<file path="src/rtl/fifo_8to16.sv">
// Single-clock byte FIFO with registered read data and full/empty flags.
// Define FIFO_FWFT_EN for first-word fall-through (head word shown combinationally).
module fifo_8to16 #(
  parameter int DATA_W = 8,
  parameter int DEPTH  = 16
) (
  input  logic              clk,
  input  logic              reset,
  input  logic              we,
  input  logic              re,
  input  logic [DATA_W-1:0] data_in,
  output logic [DATA_W-1:0] data_out,
  output logic              full,
  output logic              empty
);
  localparam int PTR_W = $clog2(DEPTH);
  localparam logic [PTR_W:0]   CNT_ONE  = (PTR_W+1)'(1);
  localparam logic [PTR_W:0]   CNT_FULL = (PTR_W+1)'(DEPTH);
  localparam logic [PTR_W-1:0] PTR_ONE  = PTR_W'(1);

  logic [DATA_W-1:0] mem_q [DEPTH];
  logic [PTR_W-1:0]  wr_ptr_q, wr_ptr_d, rd_ptr_q, rd_ptr_d;
  logic [PTR_W:0]    count_q, count_d;
  logic              rd_ok, wr_ok;

  assign full  = (count_q == CNT_FULL);
  assign empty = (count_q == '0);

  // A write while full is only accepted when a read frees the slot on the same edge.
  always_comb begin
    rd_ok    = re && !empty;
    wr_ok    = we && (!full || re);
    wr_ptr_d = wr_ok ? wr_ptr_q + PTR_ONE : wr_ptr_q;
    rd_ptr_d = rd_ok ? rd_ptr_q + PTR_ONE : rd_ptr_q;
    count_d  = count_q;
    if (wr_ok && !rd_ok)      count_d = count_q + CNT_ONE;
    else if (rd_ok && !wr_ok) count_d = count_q - CNT_ONE;
  end

  always_ff @(posedge clk) begin
    if (reset) begin
      wr_ptr_q <= '0;
      rd_ptr_q <= '0;
      count_q  <= '0;
    end else begin
      wr_ptr_q <= wr_ptr_d;
      rd_ptr_q <= rd_ptr_d;
      count_q  <= count_d;
    end
  end

  // Storage is never cleared; stale words are unreachable once the pointers reset.
  always_ff @(posedge clk) begin
    if (!reset && wr_ok) mem_q[wr_ptr_q] <= data_in;
  end

`ifdef FIFO_FWFT_EN
  assign data_out = empty ? '0 : mem_q[rd_ptr_q];
`else
  logic [DATA_W-1:0] dout_q;

  always_ff @(posedge clk) begin
    if (reset)      dout_q <= '0;
    else if (rd_ok) dout_q <= mem_q[rd_ptr_q];
  end

  assign data_out = dout_q;
`endif

endmodule

</file>
<file path="config.mk">
export PLATFORM = sky130hd
export DESIGN_NAME = fifo_8to16
export DESIGN_NICKNAME = d
export VERILOG_FILES = /design/src/rtl/fifo_8to16.sv
export SDC_FILE = /design/constraint.sdc
export NUM_CORES = 1
export LEC_CHECK = 0
export ABC_AREA = 1
export BUFFER_PORTS_ARGS = -buffer_cell sky130_fd_sc_hd__buf_4
export CAP_MARGIN = 15
export CORE_UTILIZATION = 42
export CTS_CLUSTER_SIZE = 25
export DETAILED_ROUTE_END_ITERATION = 16
export RECOVER_POWER = 50
export SYNTH_ARGS = -nofsm -noshare
export SYNTH_HDL_FRONTEND = slang
export SYNTH_SLANG_ARGS = --single-unit
export TNS_END_PERCENT = 100
</file>
<file path="constraint.sdc">
create_clock -name clk -period 2.07 [get_ports clk]
set_clock_uncertainty 0.1 [all_clocks]
set_input_delay 0.3105 -clock clk [delete_from_list [all_inputs] [get_ports clk]]
set_output_delay 0.3105 -clock clk [all_outputs]
set_load 0.03 [all_outputs]
</file>
==> results.tsv <==
stage	metric	value	unit
outcome	status	completed	
synthesis	synth_top_cell_by_area	edfxtp_1	
cts	cts-hold-fix-buffers	0	
critical_path	cp-end-kind	flip-flop	
grt	grt_start_max_net_pins	39	
timing	maxClockFrequency	493	MHz
die	start_util	43.2	%
routing	ant_nets	0	
timing	setup_violations	0	
die	rows	45	
critical_path	crit_type	flip-flop to flip-flop	
placed_design	portBuffers	21	
cts	htree_levels	4	
synthesis	synth_ff_type	edfxtp_1	
critical_path	r2r_cells	14	
die	die_x	127	µm
synthesis	syn_inst	668	
synthesis	synth_common_cells	nand2_1, edfxtp_1, nand3_1	
pwr	power.density	1170	nW/µm²
cells_and_area	seqCellArea	4280	µm²
critical_path	r2r_end	count_q[3]	
cells_and_area	multi_input_area	1840	µm²
cts	clock_latency	0.42	ns
routing	wl_met2	7.31	mm
placed_design	place_ws	0.00675	ns
routing	routed.top_layer	met4	
cts	clkSlewWorstSetupHoldPaths	0.06	ns
routing	wl_met3	540	µm
synthesis	synth_seq_area_share	64.6	%
synthesis	syn_avg_cell_area	9.88	µm²
grt	grt_remaining_overflow	0	
timing	min_period	2.03	ns
cells_and_area	synthToLayoutAreaGrowth	16.5	%
critical_path	crit_path_max_fanout	4	
worst_hold_path	hold_path.class	primary input to flip-flop	
routing	drc_errors	0	
pwr	p_total	8960	µW
critical_path	start_kind	flip-flop	
synthesis	yosys.area.top_type_share	58.2	%
placed_design	place_congestion	0.813	
pwr	power_leakage	0.00323	µW
synthesis	yosysMostFrequentCell	nand2_1	
cts	cts_tree	built	
timing	finalMaxSlewViolations	0	
grt	grt_pass1_wl	23.7	mm
synthesis	async_flop_share	0	%
grt	grt_pass1_vias	4446	
die	die_h	127	µm
grt	grt_usage	20.0	%
synthesis	synthTopCellsByArea	edfxtp_1, nand2_1, nand3_1	
placed_design	hpwl	9.34	mm
cells_and_area	fillers	1392	
timing	worst_slack	0.0403	ns
timing	grt_setup_unrepaired	true	
critical_path	ff2ff_setup_slack	0.04	ns
flow_run	drv_cap	0	
timing	tns	0	ns
critical_path	worstPathRequired	2.28	ns
pwr	vdd_drop_max	894	µV
worst_hold_path	hp-start	reset	
critical_path	arrival	2.24	ns
cts	cts_buffer_depth	2	
cells_and_area	fin_nets	736	
cts	cts_root_buffer	clkbuf_16	
cells_and_area	drive_above_1_share	11.9	%
die	boundaryPins	22	
critical_path	worstReg2RegStart	count_q[0]	
synthesis	synth_nets	690	
routing	wl_met1	6.78	mm
timing	fin_crit_sh	98.1	%
synthesis	yosys_warnings	0	
worst_hold_path	holdPathEnd	count_q[4]	
cts	cts.sinks	149	
timing	hold_viol	0	
routing	dr.first_iter.drc_count	313	
synthesis	netlist_area	6600	µm²
synthesis	synth_seq_cells	149	
worst_hold_path	hold_depth	2	
routing	detail_route.wl_per_cell	15.9	µm
routing	via_count	4491	
routing	wirelength	14.8	mm
die	die-area	16200	µm²
timing	tightest_slew	0.926	ns
cells_and_area	insertedDiodeCount	0	
routing	viasPerCell	4.80	
cells_and_area	fin_util	50.4	%
synthesis	synth_cell_types	25	
synthesis	synth_edf_count	128	
die	fp.coreArea	15300	µm²
cts	cts_buffers	17	
grt	grt_antenna_before_repair	0	
timing	slew_headroom	38.3	%
routing	firstDrtPassIters	5	
## critical path, cell delays in order (launching register included)
cell,delay (ns)
dfxtp_4,0.35
nor2_4,0.11
nand3_2,0.08
nor2_4,0.10
nand2_2,0.06
nand2_2,0.08
inv_2,0.06
ha_4,0.17
inv_6,0.07
ha_4,0.22
a21oi_2,0.13
nand2_1,0.07
xor2_1,0.14
o21ai_1,0.12
inv_1,0.05
## per-layer routing
metal	vias to the layer above	GRT usage, %
met5	-	0
met4	0	7.42
met3	18	4.56
met2	91	32.6
met1	2119	26.2
li1	2263	-
## power by group
| group | switching, µW | internal (µW) |
|---|---|---|
| registers | 100 | 3430 |
| clock network | 1080 | 1860 |
| logic | 1640 | 855 |
| total | 2820 | 6140 |
## through the flow
stage	hold slack [ns]	instances	area [µm²]
6_report	0.0890	936	7690
3_3_place_gp	0.379	899	7130
4_1_cts	0.0696	930	7690
3_5_place_dp	0.379	899	7130
5_1_grt	0.0810	936	7690
2_1_floorplan	0.309	668	6660
## sequential cells by signal, summed over array words and instances (netlist names)
register	flops
mem_q	128
data_out	8
count_q	5
rd_ptr_q	4
wr_ptr_q	4
## area by class of cell
type	instances	area share, %
Clock buffer	22	5.78
Clock inverter	8	1.42
Inverter	97	4.80
Multi-Input combinational cell	391	23.9
Sequential cell	149	55.6
Tap cell	211	3.43
Timing Repair Buffer	58	5.04
## layout by cell type, fill, tap and decap left out
cell type / count
dfxtp_1: 16
nand3_1: 96
o21ai_1: 2
clkbuf_1: 21
nand3_2: 1
buf_4: 41
a21oi_2: 4
nor3_1: 16
xnor2_1: 1
nand4_1: 1
nor2_4: 2
dfxtp_4: 2
inv_6: 1
o21ai_0: 5
ha_4: 2
inv_1: 88
o21bai_1: 1
nand2_1: 213
dfxtp_2: 3
bufinv_16: 3
nand2_2: 3
ha_1: 7
buf_12: 1
inv_2: 5
clkbuf_16: 17
xor2_1: 6
nor2_1: 21
edfxtp_1: 128
a21oi_1: 9
clkinv_1: 8
fa_2: 1
## cell families (layout without fill, tap and decap cells)
family / count (synthesis) / in the layout / share of synthesized area, %
AND/OR/NAND/NOR: 353 / 353 / 22.4
buffers and inverters: 128 / 185 / 8.34
adder cells (fa/ha/maj): 10 / 10 / 2.01
AO/OA/AOI/OAI: 21 / 21 / 1.69
XOR/XNOR: 7 / 7 / 0.929
flip-flops: 149 / 149 / 64.6
## worst max path at each step
stage               startpoint    endpoint  slack [ns]  cells after the start
finish              count_q[0]  count_q[3]        0.04                     14
CTS                 count_q[0]  count_q[3]     0.00003                     14
detailed placement  count_q[0]  count_q[3]       0.007                     14
global route        count_q[0]  count_q[3]       -0.07                     14
floorplan           count_q[0]  count_q[3]       -0.04                     14
global placement    count_q[0]  count_q[3]        0.09                     14
## timing repair
| item | in CTS | in global routing |
|---|---|---|
| endpoints found under the setup margin | 1 | 3 |
| cloned | 0 | 0 |
| pin swaps | 1 | 7 |
| buffers inserted | 1 | 6 |
| resized for setup | 1 | 8 |
Note: power is estimated with default switching activity, not from simulation.
